==> src/rtl/itch_pkg.sv <==
// ITCH message constants shared by the Add Order encoder and decoders.
// Also provides the 208-bit Add Order framing helper.
package itch_pkg;

  localparam logic [7:0] ITCH_MSG_ADD   = 8'h41;
  localparam logic [7:0] ITCH_SIDE_BUY  = 8'h42;
  localparam logic [7:0] ITCH_SIDE_SELL = 8'h53;

  localparam int ADD_ORDER_LEN = 26;

  localparam int OFS_REF    = 1;
  localparam int OFS_SIDE   = 9;
  localparam int OFS_SHARES = 10;
  localparam int OFS_SYM    = 14;
  localparam int OFS_PRICE  = 22;

  typedef enum logic [1:0] {
    ST_IDLE,
    ST_SEND,
    ST_GAP
  } enc_state_e;

  // Same layout the decoder unpacks from payload[511:304].
  function automatic logic [207:0] pack_add(
    input logic [63:0] order_ref,
    input logic        buy_sell,
    input logic [31:0] shares,
    input logic [63:0] stock_symbol,
    input logic [31:0] price
  );
    logic [7:0] side;
    side = buy_sell ? ITCH_SIDE_BUY
                    : ITCH_SIDE_SELL;
    return {ITCH_MSG_ADD, order_ref, side,
            shares, stock_symbol, price};
  endfunction

endpackage

==> src/rtl/add_order_encoder.sv <==
// Serializes one Add Order field set into a 26-byte ITCH 'A' message,
// MSB first, on a valid/ready byte stream with an optional idle gap.
module add_order_encoder
  import itch_pkg::*;
#(
  parameter int GAP_CYCLES = 0
) (
  input  logic        clk,
  input  logic        rst_n,
  input  logic        in_valid,
  output logic        in_ready,
  input  logic [63:0] order_ref,
  input  logic        buy_sell,
  input  logic [31:0] shares,
  input  logic [63:0] stock_symbol,
  input  logic [31:0] price,
  output logic        out_valid,
  input  logic        out_ready,
  output logic [7:0]  out_byte,
  output logic        out_first,
  output logic        out_last,
  output logic        busy,
  output logic [15:0] msg_count
);

  localparam logic [4:0] LAST_IDX =
    5'(ADD_ORDER_LEN - 1);
  localparam logic [15:0] GAP_END =
    16'(GAP_CYCLES - 1);

  enc_state_e   state_q, state_d;
  logic [207:0] shreg_q;
  logic [4:0]   idx_q;
  logic [15:0]  gap_q;
  logic [15:0]  cnt_q;

  logic accept;
  logic send_hs;
  logic at_last;

  assign at_last = (idx_q == LAST_IDX);
  assign accept  = (state_q == ST_IDLE)
                 & in_valid;
  assign send_hs = (state_q == ST_SEND)
                 & out_ready;

  always_comb begin
    state_d = state_q;
    unique case (state_q)
      ST_IDLE:
        if (in_valid) state_d = ST_SEND;
      ST_SEND:
        if (out_ready && at_last)
          state_d = (GAP_CYCLES > 0)
                  ? ST_GAP : ST_IDLE;
      ST_GAP:
        if (gap_q == GAP_END)
          state_d = ST_IDLE;
      default:
        state_d = ST_IDLE;
    endcase
  end

  always_ff @(posedge clk or negedge rst_n) begin
    if (!rst_n) begin
      state_q <= ST_IDLE;
    end else begin
      state_q <= state_d;
    end
  end

  always_ff @(posedge clk or negedge rst_n) begin
    if (!rst_n) begin
      shreg_q <= '0;
      idx_q   <= '0;
      gap_q   <= '0;
    end else if (accept) begin
      shreg_q <= pack_add(order_ref, buy_sell,
                          shares, stock_symbol,
                          price);
      idx_q   <= '0;
    end else if (send_hs) begin
      shreg_q <= {shreg_q[199:0], 8'h00};
      idx_q   <= at_last ? 5'd0 : idx_q + 5'd1;
      gap_q   <= '0;
    end else if (state_q == ST_GAP) begin
      gap_q   <= gap_q + 16'd1;
    end
  end

  // Kept apart so the count only moves on a completed message.
  always_ff @(posedge clk or negedge rst_n) begin
    if (!rst_n) begin
      cnt_q <= '0;
    end else if (send_hs && at_last) begin
      cnt_q <= cnt_q + 16'd1;
    end
  end

  assign in_ready  = (state_q == ST_IDLE);
  assign out_valid = (state_q == ST_SEND);
  assign busy      = (state_q != ST_IDLE);
  assign out_byte  = shreg_q[207:200];
  assign out_first = out_valid & (idx_q == 5'd0);
  assign out_last  = out_valid & at_last;
  assign msg_count = cnt_q;

endmodule

==> config.mk <==
export PLATFORM = sky130hd
export DESIGN_NAME = add_order_encoder
export DESIGN_NICKNAME = d
export VERILOG_FILES = /design/src/rtl/itch_pkg.sv /design/src/rtl/add_order_encoder.sv
export SDC_FILE = /design/constraint.sdc
export NUM_CORES = 1
export LEC_CHECK = 0
export ABC_CLOCK_PERIOD_IN_PS = 2350
export CORE_UTILIZATION = 54
export DETAILED_ROUTE_END_ITERATION = 7
export PLACE_DENSITY = 0.85
export SYNTH_ARGS = -nofsm -noshare
export SYNTH_HDL_FRONTEND = slang
export SYNTH_SLANG_ARGS = --single-unit
==> constraint.sdc <==
create_clock -name clk -period 2.35 [get_ports clk]
set_input_delay 0.47 -clock clk [delete_from_list [all_inputs] [get_ports clk]]
set_output_delay 0.47 -clock clk [all_outputs]
set_load 0.005 [all_outputs]
==> flow_metrics.tcl, run 1 <==
set metrics [dict create \
    run_status "finished, final reports clean" \
    net-switching-power_uw 2980 \
    cts_buffers 24 \
    ioPinCount 226 \
    power.total_uw 10900 \
    min_path_type "reg -> reg" \
    cap_violations 0 \
    first_iter_violations 636 \
    syn-num-nets 1188 \
    wire_per_inst_um 17.3 \
    finalHoldViolations 0 \
    critPathMaxFanout 3 \
    yosys_warnings 0 \
    initial_core_util_pct 55.8 \
    antenna_left 0 \
    finalMaxSlewViolations 0 \
    nNetsFinal 1390 \
    async_reset_ff_share_pct 100 \
    gp_congestion 0.854 \
    p_int_uw 7890 \
    post-synth-top-area-cell "dfrtp_1" \
    finClkSkew_ps 16.0 \
    first_pass_iters 6 \
    fillCellCount 1214 \
    dp_hpwl_mm 16.3 \
    path_clk_slew_ps 60 \
    viasPerCell 5.68 \
    swShare_pct 27.5 \
    cp_slowest_cell "dfrtp_1" \
    cp_top_family "buffers and inverters" \
    die_w_um 136 \
    power_leakage_uw 0.00643 \
    grt-ovfl-total 0 \
    grt_pass1_wl_mm 39.4 \
    drc 0 \
    dieArea_mm2 0.0185 \
    critPathCaptureType "output port" \
    clockRootBuffer "clkbuf_16" \
    clkSinkCount 230 \
    grt_util_all_layers_pct 27.0 \
    setup_viol 0 \
    max_clock_freq_mhz 448 \
    yosys.area_share.adder_pct 0.515 \
    cts_tree "built" \
    critical_path.cell_chain "inv_2 -> ha_2 -> nor4b_4 -> buf_4 -> dlygate4sd2_1" \
    cp.required_ps 1880 \
    cpPeakStageDelay_ps 390 \
    pwr-share-clk_pct 32.9 \
    fin_crit_sh_pct 95.1 \
    layout_common_cells "nand2_1, dfrtp_1, clkdlybuf4s50_1" \
    drt-total-wl_mm 24.8 \
    crit_buf_inv 3 \
    tns_ps 0 \
    slew_headroom_pct 63.9 \
    antenna_found_initial 1 \
    synth_xor_area_share_pct 1.35 \
    io_buffer_count 225 \
    synthSimpleGateAreaFrac_pct 18.3 \
    top_layer "met4" \
    synth.top_cell.area_share_pct 59.2 \
    cts_htree_levels 1 \
    synth_edf_count 0 \
    fp-row-count 48 \
    min_period_ps 2230 \
    die_y_um 136 \
    worstMarginPinSlew_ps 541 \
    synthFlopType "dfrtp_1" \
    met2_length_mm 12.0 \
    seqPwrFrac_pct 49.3 \
    worstSetupStartpointType "flip-flop" \
    syn2layout_area_growth_pct 34.0 \
    muxShareOfSynthArea_pct 0.232 \
    seq_area_frac_synth_pct 59.2 \
    final_layout_size_suffix_gt1_share_pct 6.55 \
    synthTopCellsByArea "dfrtp_1, nand2_1, a22oi_1, buf_2, a22o_1" \
    syn-instance-count 987 \
    grt_max_degree 94 \
    core-area_mm2 0.0174 \
    arrival_ps 1760 \
    grt_pass1_vias 8014 \
    worstSetupPathType "reg -> out" \
    m1WireLength_mm 10.3 \
    avgSynthCellArea_um2 9.85 \
    vias 8138 \
    powerDensity_mw_per_mm2 835 \
    synth-seq-cells 230 \
    comb_power_share_pct 17.8 \
    rsz0062_at_grt "false" \
    wl_met3_mm 1.99 \
    synth_compound_area_share_pct 16.2 \
    final_common_cell "nand2_1" \
    vdd_drop_max_mv 0.539 \
    cts_buffer_depth 3 \
    synth_top_family_by_area "simple AND/OR/NAND/NOR gates" \
    worstSkewPairLatency_ps 500 \
    ys_types 32 \
    syn-cell-area_mm2 0.00972 \
]
## state kept, by name, summed over array words and instances (netlist names)
signal and cells:
msg_count 16, idx_q 5, state_q 1, shreg_q 208
## power by group through the flow
stage	clock [µW]	sequential [µW]	combinational, µW
2_1_floorplan	0	5220	1070
3_3_place_gp	0	5350	1810
3_5_place_dp	0	5380	1890
4_1_cts	3630	5330	1940
5_1_grt	3800	5430	2170
6_report	3580	5350	1940
## worst min-delay path: stages (launching register included)
cell and delay [ps]:
dfrtp_1 340, nand2_1 50, nand2_1 50
## synthesized netlist by cell type (3+ instances only)
cell type,instances
a22oi_1,174
buf_4,10
nand2_1,393
buf_2,51
xnor2_1,11
clkbuf_1,15
a31oi_1,14
nand3_1,11
nor2_1,20
inv_1,4
nand4_1,3
ha_1,4
a22o_1,18
xor2_1,4
o21ai_0,3
dfrtp_1,230
## stage by stage
| stage | area (µm²) | setup slack (ps) | util, % | hold WS (ps) | std cells |
|---|---|---|---|---|---|
| floorplan | 9720 | 789 | - | 174 | 987 |
| CTS | 13000 | 176 | 74.7 | 478 | 1432 |
| finish | 13000 | 116 | 74.7 | 474 | 1433 |
| detailed placement | 12200 | 273 | 70.1 | 463 | 1384 |
| global route | 13000 | 47.7 | 74.7 | 493 | 1433 |
| global placement | 12200 | 315 | 70.1 | 459 | 1384 |
## cell type report
class	instances	area, µm²	area share [%]
tap	225	282	2.16
sequential	230	5760	44.2
clock buffer	36	707	5.43
multi-input combinational	675	3590	27.5
inverter	4	15.0	0.115
clock inverter	8	45.0	0.346
timing repair buffer	254	2630	20.2
antenna	1	2.50	0.0192
## repair_timing
item | 4_1_cts | 5_1_grt
resized for setup | 7 | 0
endpoints found under the setup margin | 2 | 0
endpoints found under the hold margin | 65 | 0
setup buffers | 3 | 0
hold buffers | 1 | 0
## path summary, 6_finish.rpt
path | from | to | slack, ps | depth (start not counted)
max in group asynchronous | rst_n | shreg_q[81] | 1140 | 3
hold reg to reg | shreg_q[96] | shreg_q[96] | 470 | 2
setup reg to reg | idx_q[0] | msg_count[12] | 390 | 7
min in group asynchronous | rst_n | msg_count[11] | 530 | 2
hold / removal | shreg_q[96] | shreg_q[96] | 470 | 2
setup / recovery | idx_q[1] | out_first | 120 | 5
## metal layers
metal	GRT usage [%]	vias to the layer above
met5	0	-
met4	8.83	0
met3	5.56	43
met2	42.7	338
met1	37.2	3969
li1	-	3788
## kinds of logic (layout without fill, tap and decap cells)
kind of cell	count (synthesis)	in the layout
muxes	2	2
adders and majority gates	4	4
xor gates and xnor gates	15	15
AOI/OAI and AO/OA	210	210
DFF	230	230
buffers and inverters	82	302
other	0	1
and+or+nand+nor	444	444
Power figures use the tool's default switching activity.
==> run 2, diff against run 1 <==
--- a/config.mk
+++ b/config.mk
@@ -6,9 +6,12 @@
 export NUM_CORES = 1
 export LEC_CHECK = 0
 export ABC_CLOCK_PERIOD_IN_PS = 2350
-export CORE_UTILIZATION = 54
+export CORE_MARGIN = 2
+export CORE_UTILIZATION = 56
+export CTS_BUF_LIST = sky130_fd_sc_hd__clkbuf_4 sky130_fd_sc_hd__clkbuf_8
 export DETAILED_ROUTE_END_ITERATION = 7
-export PLACE_DENSITY = 0.85
+export PLACE_DENSITY = 0.88
+export SETUP_SLACK_MARGIN = 0.3
 export SYNTH_ARGS = -nofsm -noshare
 export SYNTH_HDL_FRONTEND = slang
 export SYNTH_SLANG_ARGS = --single-unit
==> run 2 against run 1 <==
  * Non-clock buffer count is the same
  * Fmax grew 11%
  * Core utilization grew 1.2 points
  * Largest cell class unchanged
  * Highest routed layer unchanged
==> flow_metrics.tcl, run 2 (synthesis results as in run 1) <==
set metrics [dict create \
    initial_core_util_pct 56.8 \
    finalHoldViolations 0 \
    worstSetupPathType "reg -> out" \
    first_iter_violations 639 \
    critPathCaptureType "output port" \
    fin_crit_sh_pct 85.5 \
    largest_register_ffs 208 \
    power.total_uw 10700 \
    r2r-start "idx_q[1]" \
    cp.required_ps 1880 \
    cp_slowest_cell "dfrtp_1" \
    holdPathEnd "msg_count[15]" \
    critPathMaxFanout 2 \
    final_common_cell "nand2_1" \
    regMostFlops "shreg_q" \
    cts_tree "built" \
    run_status "finished, final reports clean" \
    powerDensity_mw_per_mm2 822 \
    top_layer "met4" \
    die_y_um 136 \
    final_layout_size_suffix_gt1_share_pct 8.67 \
    viasPerCell 5.74 \
    pwr-share-clk_pct 31.4 \
    grt_pass1_wl_mm 40.5 \
    clkSinkCount 230 \
    first_pass_iters 8 \
    grt_util_all_layers_pct 27.6 \
    worstSkewPairLatency_ps 520 \
    setup_viol 0 \
    power_leakage_uw 0.00644 \
    antenna_left 0 \
    cts_buffers 38 \
    syn2layout_area_growth_pct 33.7 \
    tns_ps 0 \
    dp_hpwl_mm 16.5 \
    nNetsFinal 1404 \
    grt_pass1_vias 8261 \
    wire_per_inst_um 17.7 \
    antenna_found_initial 0 \
    fillCellCount 1155 \
    rsz0062_at_grt "true" \
    min_path_type "reg -> reg" \
    vias 8313 \
    rr_endpoint "msg_count[11]" \
    stdcell_count 1447 \
    hold_depth 1 \
    met2_length_mm 12.5 \
    fin_ws_ps 341 \
    ioPinCount 226 \
    drt-total-wl_mm 25.6 \
    path_clk_slew_ps 60 \
    slew_headroom_pct 60.4 \
    r2r_cells 7 \
    layout_common_cells "nand2_1, dfrtp_1, clkdlybuf4s50_1" \
    dieArea_mm2 0.0184 \
    grt-ovfl-total 0 \
    r2r_slack_ps 550 \
    placed_cells 1381 \
    die_w_um 136 \
    cap_violations 0 \
    seqPwrFrac_pct 50.1 \
    comb_power_share_pct 18.5 \
    gp_congestion 0.831 \
    p_int_uw 7690 \
    wl_met3_mm 2.22 \
    net-switching-power_uw 2990 \
    io_buffer_count 225 \
    crit_path_start "idx_q[1]" \
    drc 0 \
    vdd_drop_max_mv 0.470 \
    clockRootBuffer "clkbuf_8" \
    fp-row-count 48 \
    swShare_pct 28.0 \
    cts_htree_levels 2 \
    finalMaxSlewViolations 0 \
    post-place-ws_ps 147 \
    critical_path.cell_chain "inv_2 -> buf_6 -> ha_4 -> nor4b_4 -> buf_2" \
    finClkSkew_ps 31.9 \
    min_period_ps 2010 \
    m1WireLength_mm 10.1 \
    cpPeakStageDelay_ps 390 \
    max_clock_freq_mhz 498 \
    grt_max_degree 95 \
    core-area_mm2 0.0171 \
    arrival_ps 1540 \
    cts_buffer_depth 3 \
    worstSetupStartpointType "flip-flop" \
    n_antenna_cell 0 \
    worstMarginPinSlew_ps 594 \
    min_from "msg_count[15]" \
]
[run 2: routing by layer]
metal / GRT usage, % / vias to the layer above
met5: 0 / -
met4: 10.1 / 0
met3: 6.70 / 56
met2: 44.7 / 375
met1: 36.5 / 4077
li1: - / 3805
[run 2: cell type report]
cell class                 count  area [µm²]  area share, %
inverter                       4        15.0          0.116
sequential                   230        5760           44.3
tap                          225         282           2.17
clock inverter                 3        17.5          0.135
multi-input combinational    675        3610           27.8
clock buffer                  56         696           5.35
timing repair buffer         254        2610           20.1
[run 2: power by group through the flow]
stage          sequential (µW)  clock, µW  combinational [µW]
3_3_place_gp              5350          0                1770
3_5_place_dp              5390          0                1850
2_1_floorplan             5220          0                1070
5_1_grt                   5420       3590                2200
4_1_cts                   5320       3430                1940
6_report                  5350       3360                1970
[run 2: worst max-delay path, delay by kind of cell, from the launching register on]
family | cells | cell delay, ps
DFF | 1 | 390
buffers and inverters | 3 | 360
and+or+nand+nor | 1 | 170
adders and majority gates | 1 | 120
[run 2: repair_timing]
action | in CTS | in global routing
hold endpoints to repair | 68 | 0
endpoints found under the setup margin | 5 | 3
resized for setup | 9 | 12
hold buffers | 1 | 0
cloned | 0 | 0
setup buffers | 6 | 0
[run 2: worst max path at each step]
stage | slack (ps) | depth (start not counted) | end
finish | 340 | 5 | out_first
global route | 260 | 5 | out_first
CTS | 70 | 5 | out_first
detailed placement | 150 | 6 | shreg_q[20]
global placement | 210 | 5 | shreg_q[4]
floorplan | 790 | 6 | msg_count[9]
[run 2: metrics by stage]
step / hold WS (ps) / utilization (%) / cell area (µm²)
final: 468 / 75.9 / 13000
after global routing: 478 / 75.9 / 13000
after CTS: 474 / 75.7 / 13000
after detailed placement: 463 / 71.2 / 12200
after global placement: 458 / 71.2 / 12200
after floorplan: 174 / - / 9720
==> RTL edit 1 (flow settings as in run 1) <==
Make the reset (`rst_n`) synchronous in 3 clocked blocks.
--- a/src/rtl/add_order_encoder.sv
+++ b/src/rtl/add_order_encoder.sv
@@ -61,7 +61,7 @@
     endcase
   end
 
-  always_ff @(posedge clk or negedge rst_n) begin
+  always_ff @(posedge clk) begin
     if (!rst_n) begin
       state_q <= ST_IDLE;
     end else begin
@@ -69,7 +69,7 @@
     end
   end
 
-  always_ff @(posedge clk or negedge rst_n) begin
+  always_ff @(posedge clk) begin
     if (!rst_n) begin
       shreg_q <= '0;
       idx_q   <= '0;
@@ -89,7 +89,7 @@
   end
 
   // Kept apart so the count only moves on a completed message.
-  always_ff @(posedge clk or negedge rst_n) begin
+  always_ff @(posedge clk) begin
     if (!rst_n) begin
       cnt_q <= '0;
     end else if (send_hs && at_last) begin
Function: differs if rst_n is asserted again (counterexample within 4 cycles, from zero or initial values and one cycle with rst_n low); with rst_n held inactive, the same outputs for 10 cycles.
==> RTL edit 1 against run 1 <==
  * Setup slack improved by 52 ps
  * Wire length grew 1.5%
  * Cell count grew 1.2%
  * Largest power group unchanged
  * Global-route usage grew 0.15 points
  * Via count grew 2.9%
  * Power decreased by 16%
  * Sequential power down 21%
  * Non-clock buffer count is 7 lower
  * Synthesized area decreased by 1.6%
  * Cell area is 2.1% lower
  * Clock skew decreased by 8.2 ps
  * First-iteration DRC count fell by 6.4%
  * Sequential cell count did not move
==> RTL edit 1: results (changes against run 1) <==
The mean routed wirelength per cell works out to 17.4 um (was 17.3 um). The async set-or-reset flop fraction in the synthesized netlist is 0 (was 1.00), and the number of antenna repair diodes is 0 (was 1). The arrival time at the worst endpoint is 1710 ps (was 1760 ps), and the count of filler cells inserted in the layout is 1319 (was 1214). Initial detailed-routing violation count: 595 (was 636). The routed metal-1 wirelength is 10.4 mm (was 10.3 mm).

For the met2 track demand over resource, the log shows 0.457 (was 0.427). The share of cells above drive strength 1 came out at 0.0620 (was 0.0655). The routing usage on met3 came out at 0.0653 (was 0.0556). The number of global-route vias before repair came out at 8012 (was 8014).

The mux share of post-synthesis cell area was 0.00105 (was 0.00232); the first-pass GRT wire length was 40.0 mm (was 39.4 mm). For the detailed route wirelength on metal3, the log shows 1.79 mm (was 1.99 mm). Ranking of synthesized cells by area: dfxtp_1, a22oi_1, a21boi_1, nand2_1, a21boi_0 (was dfrtp_1, nand2_1, a22oi_1, buf_2, a22o_1). Cell type group with the largest total delay on the critical path: simple AND/OR/NAND/NOR gates (was buffers and inverters). The path category of the worst min-delay check is primary input to register (was register to register). The compound-gate portion of the synthesized area was 0.318 (was 0.162); the count of TritonRoute iterations in the first routing pass was 8 (was 6). For the maximum ir drop on the vdd rail, the log shows 0.563 mV (was 0.539 mV). The run finished with clean final reports. Predominant post-synthesis flop cell: dfxtp_1 (was dfrtp_1). The xor and xnor area share after synthesis is 0.0101 (was 0.0135), and the post-synthesis net count is 1239 (was 1188). The logs give 7.84 ps (was 16.0 ps) for the clock skew after layout and 0.339 (was 0.372) for the met1 track utilization from global routing. The post-detailed-route via-to-cell ratio is 5.78 (was 5.68), and the estimated wirelength of the detail-placed design is 16.8 mm (was 16.3 mm).

The run gives 121 (was 94) as the largest net degree at the start of global routing. For the area taken by flip-flops and latches, the log shows 4610 um2 (was 5760 um2). Highest metal layer used by the detailed router: met5 (was met4).

The standard cell with the maximum stage delay on the critical path is dfxtp_2 (was dfrtp_1). The cell area reported after detailed placement was 11900 um2 (was 12200 um2). The final weighted congestion in routability-driven placement was 0.867 (was 0.854). The run gives 208 ps (was 273 ps) as the setup slack at placement.
## RTL edit 1: changes by cell type after synthesis, moves of 14 or more
cell / delta
a22oi_1: +22
a31oi_1: -14
clkbuf_1: +20
dfrtp_1: -230
nand2_1: -183
dfxtp_1: +230
a21boi_0: +76
a22o_1: -18
a21boi_1: +114
nor2b_1: +14
## RTL edit 1: kinds of logic (layout without fill, tap and decap cells)
family,after synthesis,after routing
buffers and inverters,107,294
AOI/OAI and AO/OA,408,408
xor gates and xnor gates,11,11
DFF,230,230
adders and majority gates,4,4
muxes,1,1
and+or+nand+nor,277,277
## RTL edit 1: path summary, 6_finish.rpt
check,from,slack [ps],cells past startpoint,end
worst min register to register,shreg_q[199]$_SDFFE_PN0P_,450,2,shreg_q[207]$_SDFFE_PP0P_
worst max-delay path,idx_q[1]$_SDFFE_PP0P_,170,5,out_last
worst max register to register,idx_q[1]$_SDFFE_PP0P_,570,8,msg_count[14]$_SDFFE_PN0P_
worst min-delay path,rst_n,370,3,state_q[0]$_SDFFE_PN0P_
## RTL edit 1: repair_timing
item	in CTS	in global routing
endpoints found under the setup margin	2	1
gates resized for setup	6	1
buffers inserted	1	0
## RTL edit 1: report_power, final
part	total (mW)	leakage, nW	internal, mW	switching, mW
clock network	3.79	0.400	2.28	1.51
registers	4.25	1.89	4.12	0.127
logic	1.09	2.31	0.598	0.491
total	9.12	4.60	6.99	2.13
## RTL edit 1: layout make-up
type | count | share of cell area
Multi-Input combinational cell | 701 | 0.350
Clock inverter | 10 | 0.00785
Clock buffer | 32 | 0.0543
Inverter | 5 | 0.00147
Sequential cell | 230 | 0.362
Tap cell | 225 | 0.0221
Timing Repair Buffer | 247 | 0.202
==> RTL edit 2 (settings of run 1) <==
Made on the original files. The package constant `ADD_ORDER_LEN` goes from 26 to 13.
--- a/src/rtl/itch_pkg.sv
+++ b/src/rtl/itch_pkg.sv
@@ -6,7 +6,7 @@
   localparam logic [7:0] ITCH_SIDE_BUY  = 8'h42;
   localparam logic [7:0] ITCH_SIDE_SELL = 8'h53;
 
-  localparam int ADD_ORDER_LEN = 26;
+  localparam int ADD_ORDER_LEN = 13;
 
   localparam int OFS_REF    = 1;
   localparam int OFS_SIDE   = 9;
Function: same outputs for any inputs over 10 cycles, from zero or initial values and one cycle with rst_n low; that may be too few to reach the edited logic, so the function may still have changed.
==> RTL edit 2 against run 1 <==
  * First-iteration DRC count rose by 9.7%
  * Cell area barely moved
  * Combinational power rose by 25%
  * Power rose by 13%
  * Wire length rose by 2.2%
  * Sequential cell count did not move
  * Setup slack improved by 84 ps
  * Synthesized area fell by 0.82%
==> RTL edit 2: results (changes against run 1) <==
The run finished with clean final reports. Ranking of synthesized cells by area: dfrtp_1, nand2_1, a22oi_1, clkbuf_1, a22o_1 (was dfrtp_1, nand2_1, a22oi_1, buf_2, a22o_1). The run gives 3 (unchanged) as the number of buffers between clock root and the deepest sink. Detailed route wirelength on metal3: 1.89 mm (was 1.99 mm). For the setup slack at placement, the log shows 262 ps (was 273 ps). The root buffer cell is clkbuf_16 (unchanged). The element type at the critical path start is a register (unchanged).

The final weighted congestion in routability-driven placement is 0.845 (was 0.854), and the leakage power total is 6.50 nW (was 6.43 nW). Clock latency reported for the late side of the worst-skew pair: 510 ps. Clock skew after layout: 17.3 ps (was 16.0 ps). For the first-pass GRT wire length, the log shows 40.2 mm (was 39.4 mm).

The count of yosys warnings during synthesis is 0 (unchanged), and the largest net degree at the start of global routing is 84 (was 94). The initial antenna violation count came out at 1 (unchanged). The arrival time at the worst endpoint was 1680 ps (was 1760 ps); the estimated wirelength of the detail-placed design was 16.5 mm (was 16.3 mm). The run gives 12200 um2 (about the same) as the cell area reported after detailed placement.

Predominant post-synthesis flop cell: dfrtp_1 (unchanged). The tools report the number of global-route vias before repair as 8021 (was 8014). The tools report the length of routed met2 wiring as 12.4 mm (was 12.0 mm). The register with the most flip-flops is shreg_q (unchanged). The clock-pin transition on the worst setup and hold timing paths is 60 ps (about the same), and the share of cells above drive strength 1 is 0.0659 (was 0.0655).

The post-detailed-route via-to-cell ratio works out to 5.72 (was 5.68). The run gives 3.55 mW (was 2.98 mW) as the total net switching power. The overall track demand over capacity in global routing is 0.278 (was 0.270). For the routed metal-1 wirelength, the log shows 10.5 mm (was 10.3 mm). The highest metal layer used by the detailed router is met4 (unchanged). The maximum fanout count along the critical path was 4 (was 3). The number of distinct library cells after synthesis is 31 (was 32), and the deepest level of the CTS H-tree is 1 (unchanged). The path category of the worst min-delay check was register to register (unchanged). The number of nets at the end of the flow was 1383 (was 1390); the count of TritonRoute iterations in the first routing pass was 5 (was 6). For the register area share after synthesis, the log shows 0.597 (was 0.592).

The critical hold path startpoint is shreg_q[86]$_DFFE_PN0P_ (was shreg_q[96]$_DFFE_PN0P_). The setup slack of the worst register-to-register path was 370 ps (was 390 ps). For the headroom to the max-slew limit, the log shows 0.635 (was 0.639). The total clock buffers created by CTS was 24 (unchanged). The startpoint of the most critical register-to-register path is idx_q[0]$_DFFE_PN0P_ (unchanged). The async set-or-reset flop fraction in the synthesized netlist was 1.00 (unchanged). The run gives 1183 (was 1188) as the post-synthesis net count.

For the initial detailed-routing violation count, the log shows 698 (was 636). Maximum ir drop on the vdd rail: 0.621 mV (was 0.539 mV). The number of flip-flops in the largest register was 208 (unchanged).

The mean routed wirelength per cell is 17.8 um (was 17.3 um). Commonest cells in the synthesized netlist: nand2_1, dfrtp_1, a22oi_1 (unchanged). Number of buffers added on ports: 225 (unchanged).
## RTL edit 2: power by group through the flow
stage	clock network, mW	registers [mW]	logic [mW]
finish	3.82	6.10	2.42
global route	4.01	6.24	2.73
CTS	3.86	6.09	2.42
detailed placement	0	6.11	2.38
global placement	0	6.05	2.26
floorplan	0	5.85	1.51
## RTL edit 2: logic make-up after synthesis
logic type      synth area share
flops                      0.597
mux                      0.00117
xor+xnor                  0.0145
compound gates             0.165
simple gates               0.181
fa+ha+maj                0.00390
buf+inv                   0.0371
## RTL edit 2: final timing paths
kind,endpoint,depth (start not counted)
setup / recovery,out_first,5
hold / removal,shreg_q[86]$_DFFE_PN0P_,2
setup reg to reg,msg_count[15]$_DFFE_PN0P_,7
hold reg to reg,shreg_q[86]$_DFFE_PN0P_,2
max in group asynchronous,shreg_q[140]$_DFFE_PN0P_,3
min in group asynchronous,msg_count[15]$_DFFE_PN0P_,2
## RTL edit 2: critical path, cell delays in order (launching register included)
cell and delay, ps:
dfrtp_1 410, inv_2 80, ha_4 150, nand3b_1 70
nor3_1 170, dlygate4sd2_1 290
## RTL edit 2: routing by layer
| metal | GRT usage | up-vias |
|---|---|---|
| met5 | 0 | - |
| met4 | 0.0749 | 0 |
| met3 | 0.0430 | 44 |
| met2 | 0.461 | 345 |
| met1 | 0.380 | 4003 |
| li1 | - | 3765 |
## RTL edit 2: what timing repair did
item                       in CTS  in global routing
hold buffers                    1                  0
hold endpoints to repair       60                  0
gates resized for setup         2                  5
setup endpoints to repair       2                  2
buffers inserted                1                  1
## RTL edit 2: final cells by class
class | instances | area [um2]
flip-flops and latches | 230 | 5760
fillers | 1212 | 4350
multi-input cells | 672 | 3560
repair buffers | 251 | 2590
clock buffers | 32 | 702
well taps | 225 | 282
clock inverters | 10 | 100
inverters | 4 | 15.0
diodes | 1 | 2.50
## RTL edit 2: metrics by stage
step                      hold slack, ps   util  TNS, ps  std cells
after floorplan                      174      -        0        983
after global placement               457  0.701        0       1379
after detailed placement             457  0.701        0       1379
after CTS                            469  0.748    -56.2       1423
after global routing                 494  0.749        0       1425
final                                475  0.749        0       1425
